File: src/rtl/multdiv_if.sv
// Operand, control and result bundle for the iterative multiplier/divider.
interface multdiv_if;
    logic [31:0] data_operandA;
    logic [31:0] data_operandB;
    logic        ctrl_MULT;
    logic        ctrl_DIV;
    logic [31:0] data_result;
    logic        data_exception;
    logic        data_resultRDY;

    modport master (
        output data_operandA, data_operandB, ctrl_MULT, ctrl_DIV,
        input  data_result, data_exception, data_resultRDY
    );

    modport slave (
        input  data_operandA, data_operandB, ctrl_MULT, ctrl_DIV,
        output data_result, data_exception, data_resultRDY
    );
endinterface

File: src/rtl/multdiv.sv
// Iterative signed 32-bit multiply (radix-4 Booth, 16 steps) / divide (restoring, 32 steps).
// Optional MULTDIV_FAST_DIV0_EN: divide-by-zero completes one edge after start.
module multdiv (
    input  logic     clock,
    input  logic     reset,
    multdiv_if.slave bus
);
    typedef enum logic [1:0] {StIdle, StMult, StDiv} state_t;

    state_t      r_state, w_state;
    logic [64:0] r_prod, w_prod;     // Booth {hi, lo, q-1}; divide uses [31:0] as dividend/quotient
    logic [31:0] r_mcand, w_mcand;   // multiplicand, or divisor magnitude
    logic [31:0] r_rem, w_rem;
    logic [5:0]  r_count, w_count;
    logic        r_neg, w_neg;
    logic        r_dexc, w_dexc;
    logic [31:0] r_result, w_result;
    logic        r_exc, w_exc;
    logic        r_rdy, w_rdy;

    logic [33:0] w_a34, w_a2, w_addend, w_sum;
    logic [64:0] w_booth;
    logic [32:0] w_rem_sh, w_diff;
    logic [31:0] w_quo, w_mag_a, w_mag_b;

    // Booth digit from the overlapping triple, accumulated in 34 bits so +/-2A cannot overflow
    always_comb begin
        w_a34 = {{2{r_mcand[31]}}, r_mcand};
        w_a2  = {w_a34[32:0], 1'b0};
        case (r_prod[2:0])
            3'b001, 3'b010: w_addend = w_a34;
            3'b011:         w_addend = w_a2;
            3'b100:         w_addend = -w_a2;
            3'b101, 3'b110: w_addend = -w_a34;
            default:        w_addend = '0;
        endcase
        w_sum   = {{2{r_prod[64]}}, r_prod[64:33]} + w_addend;
        w_booth = {w_sum, r_prod[32:2]};
    end

    always_comb begin
        w_rem_sh = {r_rem, r_prod[31]};
        w_diff   = w_rem_sh - {1'b0, r_mcand};
        w_quo    = r_neg ? -r_prod[31:0] : r_prod[31:0];
        w_mag_a  = bus.data_operandA[31] ? -bus.data_operandA : bus.data_operandA;
        w_mag_b  = bus.data_operandB[31] ? -bus.data_operandB : bus.data_operandB;
    end

    always_comb begin
        w_state  = r_state;
        w_prod   = r_prod;
        w_mcand  = r_mcand;
        w_rem    = r_rem;
        w_count  = r_count;
        w_neg    = r_neg;
        w_dexc   = r_dexc;
        w_result = r_result;
        w_exc    = r_exc;
        w_rdy    = 1'b0;
        // A start in any state aborts whatever is running
        if (bus.ctrl_MULT) begin
            w_state = StMult;
            w_mcand = bus.data_operandA;
            w_prod  = {32'd0, bus.data_operandB, 1'b0};
            w_count = 6'd0;
        end else if (bus.ctrl_DIV) begin
            w_state = StDiv;
            w_mcand = w_mag_b;
            w_prod  = {33'd0, w_mag_a};
            w_rem   = '0;
            w_count = 6'd0;
            w_neg   = bus.data_operandA[31] ^ bus.data_operandB[31];
            w_dexc  = (bus.data_operandB == 32'd0) ||
                      (bus.data_operandA == 32'h8000_0000 && bus.data_operandB == 32'hFFFF_FFFF);
`ifdef MULTDIV_FAST_DIV0_EN
            if (bus.data_operandB == 32'd0) begin
                w_count = 6'd32;
            end
`endif
        end else begin
            case (r_state)
                StMult: begin
                    if (r_count == 6'd16) begin
                        w_result = r_prod[32:1];
                        w_exc    = !((&r_prod[64:32]) || !(|r_prod[64:32]));
                        w_rdy    = 1'b1;
                        w_state  = StIdle;
                    end else begin
                        w_prod  = w_booth;
                        w_count = r_count + 6'd1;
                    end
                end
                StDiv: begin
                    if (r_count == 6'd32) begin
                        w_result = r_dexc ? 32'd0 : w_quo;
                        w_exc    = r_dexc;
                        w_rdy    = 1'b1;
                        w_state  = StIdle;
                    end else begin
                        if (!w_diff[32]) begin
                            w_rem         = w_diff[31:0];
                            w_prod[31:0]  = {r_prod[30:0], 1'b1};
                        end else begin
                            w_rem         = w_rem_sh[31:0];
                            w_prod[31:0]  = {r_prod[30:0], 1'b0};
                        end
                        w_count = r_count + 6'd1;
                    end
                end
                default: w_state = StIdle;
            endcase
        end
    end

    always_ff @(posedge clock or posedge reset) begin
        if (reset) begin
            r_state  <= StIdle;
            r_prod   <= '0;
            r_mcand  <= '0;
            r_rem    <= '0;
            r_count  <= '0;
            r_neg    <= 1'b0;
            r_dexc   <= 1'b0;
            r_result <= '0;
            r_exc    <= 1'b0;
            r_rdy    <= 1'b0;
        end else begin
            r_state  <= w_state;
            r_prod   <= w_prod;
            r_mcand  <= w_mcand;
            r_rem    <= w_rem;
            r_count  <= w_count;
            r_neg    <= w_neg;
            r_dexc   <= w_dexc;
            r_result <= w_result;
            r_exc    <= w_exc;
            r_rdy    <= w_rdy;
        end
    end

    assign bus.data_result    = r_result;
    assign bus.data_exception = r_exc;
    assign bus.data_resultRDY = r_rdy;
endmodule

File: src/flat_wrapper.sv
// flat-port wrapper written by rule: the top's interface ports become plain ports
module multdiv_flat 
  (clock, reset, bus_data_operandA, bus_data_operandB, bus_ctrl_MULT, bus_ctrl_DIV, bus_data_result, bus_data_exception, bus_data_resultRDY);
  multdiv_if bus_i ();
  input  logic clock;
  input  logic reset;
  input wire logic [$bits(bus_i.data_operandA)-1:0] bus_data_operandA;
  input wire logic [$bits(bus_i.data_operandB)-1:0] bus_data_operandB;
  input wire logic [$bits(bus_i.ctrl_MULT)-1:0] bus_ctrl_MULT;
  input wire logic [$bits(bus_i.ctrl_DIV)-1:0] bus_ctrl_DIV;
  output wire logic [$bits(bus_i.data_result)-1:0] bus_data_result;
  output wire logic [$bits(bus_i.data_exception)-1:0] bus_data_exception;
  output wire logic [$bits(bus_i.data_resultRDY)-1:0] bus_data_resultRDY;
  assign bus_i.data_operandA = bus_data_operandA;
  assign bus_i.data_operandB = bus_data_operandB;
  assign bus_i.ctrl_MULT = bus_ctrl_MULT;
  assign bus_i.ctrl_DIV = bus_ctrl_DIV;
  assign bus_data_result = bus_i.data_result;
  assign bus_data_exception = bus_i.data_exception;
  assign bus_data_resultRDY = bus_i.data_resultRDY;
  multdiv u_core (.clock(clock), .reset(reset), .bus(bus_i));
endmodule
File: config.mk
export PLATFORM = sky130hd
export DESIGN_NAME = multdiv_flat
export DESIGN_NICKNAME = d
export VERILOG_FILES = /design/src/rtl/multdiv_if.sv /design/src/rtl/multdiv.sv /design/src/flat_wrapper.sv
export SDC_FILE = /design/constraint.sdc
export NUM_CORES = 1
export LEC_CHECK = 0
export CAP_MARGIN = 20
export CORE_AREA = 2 2 221 180
export DETAILED_ROUTE_END_ITERATION = 16
export DIE_AREA = 0 0 223 182
export DONT_BUFFER_PORTS = 1
export HOLD_SLACK_MARGIN = 0.15
export PLACE_DENSITY = 0.52
export REMOVE_ABC_BUFFERS = 1
export SLEW_MARGIN = 10
export SYNTH_ARGS = -nofsm -noshare
export SYNTH_HDL_FRONTEND = slang
export SYNTH_SLANG_ARGS = --single-unit
File: constraint.sdc
create_clock -name clock -period 8 [get_ports clock]
set_clock_uncertainty 0.1 [all_clocks]
set_input_delay 2 -clock clock [delete_from_list [all_inputs] [get_ports clock]]
set_output_delay 2 -clock clock [all_outputs]
set_load 0.05 [all_outputs]
== Yosys cells after proc, flatten, opt, wreduce, memory -nomap -nowiden ==
Index checks and enable logic that the tools add are counted.
Word-level totals
  register bits after elaboration: 173
  input bits: 68
  output and inout port bits: 34
  logic and storage cells: 102
Cells by class
  $add $sub $neg: 8
  equal/unequal tests: 20
  multiplexer cells: 39
  bitwise operators: 3
  reduce and logical (&&, ||, !) cells: 21
Operator list (number)
  $mux W32: 13
  $mux W65: 3
  $pmux W34 S4: 1
  $pmux W32 S2: 2
  $neg A32 Y32: 3
  $neg A34 Y34: 2
  $eq A32 B32 Y1 const B: 2
  $add A34 B34 Y34: 1
  $mux W33: 1
  $reduce_and A33 Y1: 1
  $reduce_or A33 Y1: 1
  $sub A33 B32 Y33: 1
  $logic_not A32 Y1: 1
  $mux W6: 4
  $pmux W6 S2: 1
  $eq A3 B3 Y1 const B: 3
  $mux W2: 4
  $ne A4 B3 Y1 const B: 2
  $ne A4 B4 Y1 const B: 2
  $mux W1: 7
  $add A6 B1 Y6 const B: 1
  $eq A3 B2 Y1 const B: 2
  $eq A6 B5 Y1 const B: 1
  $eq A6 B6 Y1 const B: 1
  other kinds (20): 31

== Logic depth before layout (Yosys ltp) ==
  word-level depth: 8
  gate-level depth with buffers: 21
  depth with buffers taken out: 21

== Least setup slack after synthesis ==
Ideal clock, no wire load.
  path kind: input to register
  start: input port bus_data_operandA[13]
  end: register u_core.r_prod[29]
  library setup time: 0.125 ns
  data arrival time: 4.452 ns
  data required time: 7.775 ns
  setup slack: 3.323 ns
  stages: 11
  buffers on the path: 1
  cell sequence: or4_4 or4b_4 nor4_4 nand2_1 or3b_1 clkbuf_1 nor2_1 a311oi_1 a21oi_1 o21ai_1 mux2_2
On the way
  longest elaborated chain between the ends: 4
Ends and longest elaborated chain
  from (decl): RTL line flat_wrapper.sv:7  | input wire logic [$bits(bus_i.data_operandA)-1:0] bus_data_operandA;
  $neg A32 Y32: RTL line multdiv.sv:45  | w_mag_a = bus.data_operandA[31] ? -bus.data_operandA : bus.data_operandA;
  $mux W32: RTL line multdiv.sv:45
  $mux W65: RTL line multdiv.sv:66  | end else if (bus.ctrl_DIV) begin
  $mux W65: RTL line multdiv.sv:61  | if (bus.ctrl_MULT) begin
  to (signal assigned): RTL line multdiv.sv:129  | r_prod <= w_prod;
  to (decl): RTL line multdiv.sv:11  | logic [64:0] r_prod, w_prod;
Every way passes these cells.
A chain may end at the register's enable or synchronous reset.

== Worst setup path after layout ==
  start: register u_core.r_mcand[6]
  end: register u_core.r_prod[64]
On the way
  longest elaborated chain between the ends: 7
  elaborated cells between the ends (all ways): 8
  classes of those cells: add/sub: 3; mux: 5
Ends and longest elaborated chain
  from (decl): RTL line multdiv.sv:12  | logic [31:0] r_mcand, w_mcand;
  from (signal assigned): RTL line multdiv.sv:130  | r_mcand <= w_mcand;
  $neg A34 Y34 (on tied branches): RTL line multdiv.sv:34, multdiv.sv:33
  $pmux W34 S4 *: RTL line multdiv.sv:30  | case (r_prod[2:0])
  $add A34 B34 Y34 *: RTL line multdiv.sv:37  | w_sum = {{2{r_prod[64]}}, r_prod[64:33]} + w_addend;
  $mux W65 *: RTL line multdiv.sv:83  | if (r_count == 6'd16) begin
  $mux W33 *: RTL line multdiv.sv:81  | case (r_state)
  $mux W65 *: RTL line multdiv.sv:66
  $mux W65 *: RTL line multdiv.sv:61
Every way passes the cells marked *; elsewhere a longest branch is shown, timed or not. The select of a mux whose other input is x is not followed.

==> results.toml <==
[route]
dr.first_iter.drc_count = 1531
drcViolationCount = 0
vias_per_cell = 5.97
antenna_left = 0
wl_per_cell_um = 20.9
wirelength_um = 50500
dr.pass1.iters = 6
vias = 14400

[timing]
max_slew_margin = 0.256
min_period_ns = 5.36
finalSetupViolations = 0
rsz0062_at_grt = "no"
worstMarginPinSlew_ns = 1.11
post-route-period-util = 0.670
setup_tns_ns = 0
hold_violations = 0
layout_setup_ws_ns = 2.64
drv_slew = 0
fmax_mhz = 187

[min_path]
hp-class = "reg2reg"

[layout]
drive_above_1_share = 0.0429
diodes = 0
nets = 2048
utilization = 0.418
design_area_um2 = 16200
syn_to_final_growth_pct = 6.45

[logic_synthesis]
synth_async_sr_flop_share = 1.00
synth.distinct_cells = 71
yosys.area.top_type = "dfrtp_1"
synthSimpleGateAreaFrac = 0.206
synth.mux.area_fraction = 0.0266
netlist_instances = 1985
synthXorXnorAreaFrac = 0.0975
ys_seq_area_frac = 0.285
yosysMostFrequentCell = "nand2_1"
synthTopCellsByArea = "dfrtp_1 29%, a21oi_1 7.4%, nand2_1 6.7%, ha_1 6.4%, xnor2_1 5.8%"
synth-adder-area-share = 0.0669
synth_common_cells = "270 x nand2_1, 224 x a21oi_1, 173 x dfrtp_1"
synth-main-ff-cell = "dfrtp_1"
syn_area_per_cell_um2 = 7.65
synth_edf_count = 0
synth_top_family_by_area = "compound AO/OA/AOI/OAI gates"
synth.yosys.warnings = 0
ys_ff_latch = 173
synth_top_cell_area_share = 0.285
syn_area_um2 = 15200
synth_compound_area_frac = 0.272

[floorplan]
die_x_um = 223
fp.dieH_um = 182
ioPinCount = 102
start_util = 0.393
dieArea_um2 = 40600
rows = 65
core_area_um2 = 38600

[grt]
grt_max_degree = 131
antenna_found_initial = 0
grt_pass1_wl_um = 79000
grt_pass1_vias = 13200
grtUsageTotal = 0.249
grt-ovfl-total = 0

[outcome]
run_status = "finished, final reports clean"

[power]
power_mw = 3.20
irDropWorstVdd_mv = 0.153
power.leakage_nw = 6.64
powerDensity_nw_per_um2 = 198

[clocking]
cts_resized = 0
cts_max_path_buffers = 2
cts_buffers = 17
path_clk_slew_ns = 0.08
htreeDepth = 4
clock_latency_ns = 0.48
root_buffer = "clkbuf_16"
cts_hold_buffers = 0
cts_post_setup_buffers_inserted = 0
cts_tree = "done"
clkSinkCount = 173

[critical_path]
end_kind = "flip-flop"
cp.arrival_ns = 5.59
crit_required_ns = 8.23
setup.worst_path.class = "reg2reg"
crit_fanout = 7
start_kind = "flip-flop"

[job]
maxCapViolations = 0

[place]
dp_hpwl_um = 36500
portBuffers = 0
postPlaceCellArea_um2 = 15500
place_ws_ns = 2.76
routabilityCongestion = 0.903
-- registers in the layout, indices dropped and copies added, names as in the netlist --
register                   cells
u_core.bus.data_exception      1
u_core.bus.data_result        32
u_core.bus.data_resultRDY      1
u_core.r_count                 6
u_core.r_dexc                  1
u_core.r_mcand                32
u_core.r_neg                   1
u_core.r_prod                 65
u_core.r_rem                  32
u_core.r_state                 2
-- power breakdown --
| group | internal [mW] | switching, mW | total, mW |
|---|---|---|---|
| sequential | 0.982 | 0.350 | 1.33 |
| clock | 0.484 | 0.416 | 0.900 |
| combinational | 0.382 | 0.583 | 0.965 |
-- cell usage in the layout, fill, tap and decap left out, drive strengths merged, types with 12 or more instances in the layout --
| cell type | n |
|---|---|
| nand2 | 270 |
| a21oi | 224 |
| o21ai | 203 |
| dfrtp | 173 |
| nor2 | 139 |
| xnor2 | 100 |
| ha | 78 |
| xor2 | 69 |
| inv | 65 |
| a211oi | 57 |
| nor2b | 47 |
| a21o | 37 |
| mux2i | 37 |
| nand3 | 34 |
| o31ai | 31 |
| nor3 | 29 |
| nand4 | 28 |
| nor4 | 24 |
| buf | 20 |
| or4 | 20 |
| clkbuf | 19 |
| o21a | 17 |
| o221ai | 17 |
| or3 | 14 |
| nand2b | 12 |
| o211ai | 12 |
-- through the flow --
stage	hold WS, ns	cells
after floorplan	0.383	1861
after global placement	0.407	2381
after detailed placement	0.412	2381
after CTS	0.428	2413
after global routing	0.466	2415
final	0.423	2415
-- critical path: stages (launching register included) --
cell and delay (ns):
dfrtp_1 0.46, or4_1 0.59, nor3_2 0.46, nand4_1 0.23
or3_1 0.44, nor4b_1 0.52, nor2b_1 0.11, xnor2_1 0.16
o221ai_1 0.16, ha_1 0.41, nand4_1 0.19, o31ai_1 0.34
a41oi_1 0.18, o21ai_0 0.28, mux2_2 0.38, o21ai_1 0.13
o31ai_1 0.08
-- worst paths after layout --
check | from | endpoint | slack [ns] | cells past startpoint
max | u_core.r_mcand[6] | u_core.r_prod[64] | 2.64 | 16
min | u_core.r_rem[17] | u_core.r_rem[17] | 0.42 | 2
max reg2reg | u_core.r_mcand[6] | u_core.r_prod[64] | 2.64 | 16
min reg2reg | u_core.r_rem[17] | u_core.r_rem[17] | 0.42 | 2
max in group asynchronous | reset | u_core.r_rem[14] | 4.92 | 2
min in group asynchronous | reset | u_core.bus.data_result[7] | 1.33 | 1
-- per-layer routing --
metal / up-vias / wire [um] / track usage
li1: 6981 / - / -
met1: 6943 / 25100 / 0.370
met2: 419 / 21000 / 0.355
met3: 66 / 3290 / 0.0602
met4: 0 / 1070 / 0.0660
met5: - / 0 / 0
-- area by class of cell --
| type | instances | area (um2) |
|---|---|---|
| Clock buffer | 19 | 453 |
| Clock inverter | 13 | 154 |
| Fill cell | 3996 | 22500 |
| Inverter | 60 | 233 |
| Multi-Input combinational cell | 1628 | 10200 |
| Sequential cell | 173 | 4330 |
| Tap cell | 502 | 628 |
| Timing Repair Buffer | 20 | 166 |
-- cells by family after synthesis --
group | count (synthesis)
XOR/XNOR | 169
buffers and inverters | 184
AO/OA/AOI/OAI | 680
flip-flops | 173
multiplexers | 40
adder cells (fa/ha/maj) | 80
AND/OR/NAND/NOR | 659
Power figures use the tool's default switching activity.
